===== src/rtl/branch_predict_unit.sv =====
// rtl/branch_predict_unit.sv - EX-stage branch resolve plus direct-mapped BTB/BHT predictor
// Optional statistics counters are built when BPU_STATS_EN is defined.
module branch_predict_unit #(
  parameter int PC_W    = 9,
  parameter int ENTRIES = 16
) (
  input  logic            clk,
  input  logic            reset,
  input  logic [PC_W-1:0] f_pc,
  output logic            f_pred_taken,
  output logic [31:0]     f_pred_target,
  input  logic            ex_valid,
  input  logic [PC_W-1:0] ex_pc,
  input  logic [31:0]     ex_imm,
  input  logic            ex_branch,
  input  logic            ex_jal,
  input  logic            ex_jalr,
  input  logic [31:0]     ex_alu_result,
  input  logic            ex_pred_taken,
  input  logic [31:0]     ex_pred_target,
  output logic [31:0]     pc_imm,
  output logic [31:0]     pc_four,
  output logic            redirect,
  output logic [31:0]     redirect_pc
`ifdef BPU_STATS_EN
  ,
  output logic [31:0]     stat_branches,
  output logic [31:0]     stat_mispred
`endif
);

  localparam int IDX_W = $clog2(ENTRIES);
  localparam int TAG_W = PC_W - IDX_W - 2;

  logic             valid_q  [ENTRIES];
  logic [TAG_W-1:0] tag_q    [ENTRIES];
  logic [31:0]      target_q [ENTRIES];
  logic [1:0]       ctr_q    [ENTRIES];

  logic [IDX_W-1:0] f_idx, ex_idx;
  logic [TAG_W-1:0] f_tag, ex_tag;
  logic             f_hit, ex_hit;
  logic [31:0]      ex_pc_ext;
  logic             taken, is_ctrl, upd_en;

  logic             wr_en_d;
  logic             wr_valid_d;
  logic [TAG_W-1:0] wr_tag_d;
  logic [31:0]      wr_target_d;
  logic [1:0]       wr_ctr_d;

  logic unused_bits;
  assign unused_bits = ^f_pc[1:0];

  assign f_idx  = f_pc[IDX_W+1:2];
  assign f_tag  = f_pc[PC_W-1:IDX_W+2];
  assign ex_idx = ex_pc[IDX_W+1:2];
  assign ex_tag = ex_pc[PC_W-1:IDX_W+2];

  // Fetch reads the registered arrays directly, so a same-cycle update is not visible yet.
  assign f_hit         = valid_q[f_idx] && (tag_q[f_idx] == f_tag);
  assign f_pred_taken  = f_hit & ctr_q[f_idx][1];
  assign f_pred_target = f_hit ? target_q[f_idx] : 32'h0;

  assign ex_pc_ext = {{(32-PC_W){1'b0}}, ex_pc};
  assign pc_four   = ex_pc_ext + 32'd4;
  assign pc_imm    = ex_jalr ? (ex_alu_result & ~32'h1) : (ex_pc_ext + ex_imm);
  assign taken     = ex_jal | ex_jalr | (ex_branch & ex_alu_result[0]);
  assign is_ctrl   = ex_branch | ex_jal | ex_jalr;
  assign upd_en    = ex_valid & is_ctrl & ~reset;

  assign redirect    = ex_valid & ~reset &
                       ((taken != ex_pred_taken) | (taken & (ex_pred_target != pc_imm)));
  assign redirect_pc = (redirect & taken) ? pc_imm : pc_four;

  assign ex_hit = valid_q[ex_idx] && (tag_q[ex_idx] == ex_tag);

  always_comb begin
    wr_en_d     = 1'b0;
    wr_valid_d  = valid_q[ex_idx];
    wr_tag_d    = tag_q[ex_idx];
    wr_target_d = target_q[ex_idx];
    wr_ctr_d    = ctr_q[ex_idx];
    if (upd_en) begin
      if (ex_hit) begin
        wr_en_d = 1'b1;
        if (taken) begin
          wr_target_d = pc_imm;
          if (ctr_q[ex_idx] != 2'b11) wr_ctr_d = ctr_q[ex_idx] + 2'b01;
        end else if (ctr_q[ex_idx] != 2'b00) begin
          wr_ctr_d = ctr_q[ex_idx] - 2'b01;
        end
      end else if (taken) begin
        // Install replaces whatever aliased entry held this index.
        wr_en_d     = 1'b1;
        wr_valid_d  = 1'b1;
        wr_tag_d    = ex_tag;
        wr_target_d = pc_imm;
        wr_ctr_d    = (ex_jal | ex_jalr) ? 2'b11 : 2'b10;
      end
    end
  end

  always_ff @(posedge clk) begin
    if (reset) begin
      for (int i = 0; i < ENTRIES; i++) begin
        valid_q[i]  <= 1'b0;
        tag_q[i]    <= '0;
        target_q[i] <= 32'h0;
        ctr_q[i]    <= 2'b01;
      end
    end else if (wr_en_d) begin
      valid_q[ex_idx]  <= wr_valid_d;
      tag_q[ex_idx]    <= wr_tag_d;
      target_q[ex_idx] <= wr_target_d;
      ctr_q[ex_idx]    <= wr_ctr_d;
    end
  end

`ifdef BPU_STATS_EN
  logic [31:0] stat_branches_q, stat_branches_d;
  logic [31:0] stat_mispred_q, stat_mispred_d;

  always_comb begin
    stat_branches_d = stat_branches_q + (upd_en ? 32'd1 : 32'd0);
    stat_mispred_d  = stat_mispred_q + (redirect ? 32'd1 : 32'd0);
  end

  always_ff @(posedge clk) begin
    if (reset) begin
      stat_branches_q <= 32'h0;
      stat_mispred_q  <= 32'h0;
    end else begin
      stat_branches_q <= stat_branches_d;
      stat_mispred_q  <= stat_mispred_d;
    end
  end

  assign stat_branches = stat_branches_q;
  assign stat_mispred  = stat_mispred_q;
`endif

endmodule

===== config.mk =====
export PLATFORM = sky130hd
export DESIGN_NAME = branch_predict_unit
export DESIGN_NICKNAME = d
export VERILOG_FILES = /design/src/rtl/branch_predict_unit.sv
export SDC_FILE = /design/constraint.sdc
export NUM_CORES = 1
export LEC_CHECK = 0
export ABC_AREA = 1
export CAP_MARGIN = 10
export CORE_MARGIN = 2
export CORE_UTILIZATION = 37
export CTS_BUF_LIST = sky130_fd_sc_hd__clkbuf_8
export CTS_CLUSTER_DIAMETER = 120
export DETAILED_ROUTE_END_ITERATION = 6
export SLEW_MARGIN = 25
export SYNTH_ARGS = -nofsm -noshare
export SYNTH_HDL_FRONTEND = slang
export SYNTH_SLANG_ARGS = --single-unit

===== constraint.sdc =====
create_clock -name clk -period 3.9 [get_ports clk]
set_input_delay 0.975 -clock clk [delete_from_list [all_inputs] [get_ports clk]]
set_output_delay 0.975 -clock clk [all_outputs]
set_load 0.01 [all_outputs]

**Word level (Yosys, flattened, before mapping)**

Memory sizes are Yosys's and may differ from the RTL's.
Cells that the tools add are included.

- Multiplexer cells: 38
- Add/subtract/negate cells: 4
- Reductions and logical operators: 8
- Eq/ne operators: 7
- Bitwise gates (word level): 14

Operator list:

| operator | count |
|---|---|
| $mux 32 | 6 |
| $add 9x32->32 | 1 |
| $ne 32x32->1 | 1 |
| $reduce_or 32->1 | 1 |
| $mux 1 | 17 |
| $mux 4 | 4 |
| $mux 2 | 7 |
| $mux 3 | 4 |
| $add 9x3->10 const B | 1 |
| $and 1x1->1 | 8 |
| $eq 3x3->1 | 2 |
| $or 1x1->1 | 5 |
| $ne 2x2->1 const B | 2 |
| $reduce_and 3->1 | 1 |
| $reduce_or 3->1 | 1 |
| $add 2x1->2 const B | 1 |
| $logic_and 1x1->1 | 2 |
| $reduce_bool 2->1 | 1 |
| $reduce_or 2->1 | 1 |
| $sub 2x1->2 const B | 1 |
| $ne 1x1->1 | 1 |
| $ne 1x1->1 const B | 1 |
| $not 1->1 | 1 |
| $reduce_or 1->1 | 1 |

- Input port bits: 121
- Memory bits (writable): 608
- Register bits: 0
- Logic and storage cells: 75
- Output and inout bits: 130
- Memories: 4

Memories:

| memory | depth | bits a word | read ports | clocked after memory_dff | wr ports | RTL line | RTL |
|---|---|---|---|---|---|---|---|
| target_q | 16 | 32 | 1 | 0 | 16 | 37 | `logic [31:0] target_q [ENTRIES];` |
| tag_q | 16 | 3 | 2 | 0 | 16 | 36 | `logic [TAG_W-1:0] tag_q [ENTRIES];` |
| ctr_q | 16 | 2 | 2 | 0 | 16 | 38 | `logic [1:0] ctr_q [ENTRIES];` |
| valid_q | 16 | 1 | 2 | 0 | 16 | 35 | `logic valid_q [ENTRIES];` |

**Depth between registers and ports, before layout**

- Word-level depth: 11
- Depth in mapped cells: 23

**Worst setup path after synthesis**

Ideal clock, no wire load.

- Kind: input-to-output
- Start point: in ex_pc[0]
- End point: out redirect_pc[2]
- Arrival: 3.216 ns
- Stages: 21
- Path slack: -0.291 ns
- Data required time: 2.925 ns
- Cells stage by stage: ha_1 > fa_1 > inv_1 > o21a_1 > buf_2 > xor2_1 > nand2_1 > inv_1 > nand3_1 > nor2_1 > nand2_1 > nor2_1 > nand2_1 > nor2_1 > nand3_1 > nor2_1 > nand2_2 > nand2_4 > buf_6 > nand2_1 > nand2_1

- Word-level cells in the longest chain between the ends: 8
- Elaborated cells between the ends (all ways): 9

Ends and longest elaborated chain:

| element | RTL line | RTL |
|---|---|---|
| start, declared | 13 | `input logic [PC_W-1:0] ex_pc,` |
| $add 9x32->32 | 67 | `assign pc_imm = ex_jalr ? (ex_alu_result & ~32'h1) : (ex_pc_ext + ex_imm);` |
| $mux 32 | 67 |  |
| $ne 32x32->1 | 73 | `((taken != ex_pred_taken) \| (taken & (ex_pred_target != pc_imm)));` |
| $and 1x1->1 | 73 |  |
| $or 1x1->1 | 73 |  |
| $and 1x1->1 | 72 | `assign redirect = ex_valid & ~reset &` |
| $and 1x1->1 | 74 | `assign redirect_pc = (redirect & taken) ? pc_imm : pc_four;` |
| $mux 32 (*) | 74 |  |
| end, declared | 24 | `output logic [31:0] redirect_pc` |

Every way passes the cells marked *; elsewhere a longest branch is shown, timed or not.

**Worst setup path after layout**

- Start point: in ex_pc[0]
- End point: out redirect_pc[27]

- Word-level cells in the longest chain between the ends: 8

Ends and longest elaborated chain:

| element | RTL line |
|---|---|
| $add 9x32->32 (*) | 67 |
| $mux 32 (*) | 67 |
| $ne 32x32->1 | 73 |
| $and 1x1->1 | 73 |
| $or 1x1->1 | 73 |
| $and 1x1->1 | 72 |
| $and 1x1->1 | 74 |
| $mux 32 (*) | 74 |

Marks and branches as above.

==> results.tsv <==
metric	value	unit
antenna_found_initial	7	
yosysMostFrequentCell	nor2_1	
regToRegSetupSlack	1.17	ns
synth_edf_count	608	
wirelength	113000	µm
rr_endpoint	tag_q[0][1]	
core	83200	µm²
hold_end	target_q[10][0]	
hold_path_class	in2reg	
synthTopCellsByArea	edfxtp_1, nor2_1, nand2_1	
max_freq	217	MHz
critPathCaptureType	primary output	
clock-sinks	608	
cp.arrival	3.63	ns
cts_buffer_depth	3	
routabilityCongestion	0.903	
io_buffers	226	
worstMarginPinSlew	0.559	ns
viasPerCell	5.41	
required	2.92	ns
final-setup-viol-count	53	
initial_core_util	37.2	%
setup.worst_path.start	ex_pc[0]	
power_density	382	nW/µm²
avgSynthCellArea	9.11	µm²
firstDrtPassIters	6	
ys_ff_latch	608	
synth_common_cells	nor2_1, edfxtp_1, nand2_1	
drtIter0Drc	3168	
htree_levels	3	
synth.distinct_cells	44	
outcome	finished with violations	
finalMaxSlewViolations	0	
min-delay-start	ex_imm[0]	
grt_usage	25.6	%
postSynthCellCount	3393	
rsz0062_at_grt	true	
leakage	16.6	nW
clock_skew	0.0536	ns
slew_headroom	62.7	%
hold_viol_final	0	
critPathKind	in2out	
dp.cells	4829	
stdcell_count	5123	
synth_top_cell_by_area	edfxtp_1	
worst_r2r_startpoint	tag_q[13][0]	
grt_pass1_wl	165000	µm
design_area	41700	µm²
ir_worst_vdd	0.255	mV
grt_max_degree	43	
num_rows	106	
worst-r2r-cell-count	18	
io-pin-count	251	
ant_nets	0	
crit_fanout	5	
overflow	0	
die_y	293	µm
synth_area	30900	µm²
drc	0	
worst_skew_pair.late_latency	0.73	ns
maxCapViolations	0	
grt_pass1_vias	26284	
fin_ws	-0.708	ns
drive_gt1_share	26.9	%
fin_nets	4098	
place_hpwl	68500	µm
yosys_warnings	0	
synthToLayoutAreaGrowth	34.8	%
pre_cts_ws	-1.67	ns
async_flop_share	0	%
path_clk_slew	0.06	ns
synthFlopType	edfxtp_1	
dpl_cell_area	37000	µm²
vias	27721	
yosys.area.top_type_share	59.1	%
cp-start-kind	primary input	
power	15.9	mW
avgRoutedWirePerCell	22.1	µm
violations	negative setup slack	
die_x	293	µm
final_util	50.1	%
cts_root_buf	clkbuf_8	
min_path_cells	5	
synth_seq_area_share	59.1	%
layout_min_cycle_time	4.61	ns
cts_tree	yes	
period_share	118	%
cts_buffers	98	
fp.dieArea	85900	µm²
[worst max-delay path, cell delays in order]
cell      delay (ns)
buf_8           0.10
ha_4            0.15
fa_2            0.38
nand2_2         0.10
nand2_4         0.09
nand3_4         0.09
nand2_4         0.06
buf_4           0.14
nand2_1         0.08
nand3_2         0.11
nand3b_1        0.12
nand2_1         0.06
nor2_1          0.10
nand3_1         0.09
nor2_2          0.11
nand3_1         0.09
nor2_2          0.15
nand2_4         0.10
nand2_8         0.10
buf_8           0.12
buf_12          0.13
nor2_1          0.04
buf_2           0.13
[through the flow]
stage	TNS, ns	hold WS, ns
4_1_cts	-25.77	0.906
3_5_place_dp	-131.09	1.21
3_3_place_gp	-130.14	1.19
2_1_floorplan	-6.30	0.879
6_report	-22.22	0.963
5_1_grt	-29.76	0.980
[metal layers]
metal  global-route usage (%)  wire (µm)  vias to the layer above
met5                        0          0                        -
met4                     7.95       2670                        0
met2                     40.3      51700                     1488
met3                     4.26      11600                      161
li1                         -          -                    12675
met1                     36.3      47000                    13397
[logic make-up (layout without fill, tap and decap cells)]
group | count (synthesis) | count (layout) | synth area share (%)
xor+xnor | 11 | 11 | 0.312
compound gates | 608 | 608 | 11.1
simple gates | 1698 | 1699 | 22.8
fa+ha+maj | 14 | 14 | 0.591
other cells | 1 | 25 | 0.0121
flops | 608 | 608 | 59.1
buf+inv | 453 | 1078 | 6.18
[power breakdown]
| group | internal [mW] | leakage, nW | total (mW) | switching [mW] |
|---|---|---|---|---|
| Combinational | 1.23 | 9.69 | 3.03 | 1.81 |
| Sequential | 7.53 | 5.82 | 7.62 | 0.0926 |
| Clock | 2.59 | 1.04 | 5.28 | 2.69 |
| Total | 11.3 | 16.6 | 15.9 | 4.59 |
[worst max-delay path by stage]
stage	to	slack [ns]	cells past startpoint
final	redirect_pc[27]	-0.71	23
after global routing	redirect_pc[29]	-0.85	23
after CTS	redirect_pc[29]	-0.82	23
after detailed placement	redirect_pc[23]	-1.67	24
after global placement	redirect_pc[21]	-1.61	24
after floorplan	redirect_pc[2]	-0.24	21
[registers in the layout, summed over array words and instances, names as in the netlist]
| signal | count |
|---|---|
| target_q | 512 |
| tag_q | 48 |
| ctr_q | 32 |
| valid_q | 16 |
[layout by cell type (no fill, tap or decap), types with 31 or more instances in the layout]
cell type	instances
nand2_2	66
o21ai_0	300
buf_6	64
nand3_1	111
edfxtp_1	608
inv_1	172
nand3_2	45
o21ai_1	55
clkdlybuf4s50_1	89
nor2_1	898
a21oi_1	69
nand2_1	394
buf_12	85
inv_2	31
nor2_4	41
buf_2	45
o22ai_1	112
clkbuf_8	98
buf_4	358
[repair_timing]
action	4_1_cts	5_1_grt
gates cloned	20	1
buffers inserted	76	27
hold buffers	0	0
endpoints found under the setup margin	104	97
pin swaps	74	94
resized for setup	707	243
[cell type report]
type,count,area [µm²]
Timing Repair Buffer,718,7410
Antenna cell,3,7.51
Tap cell,1080,1350
Clock inverter,79,483
Multi-Input combinational cell,2354,12100
Fill cell,7515,41500
Inverter,183,732
Sequential cell,608,18300
Clock buffer,98,1350
Power figures use the tool's default switching activity.
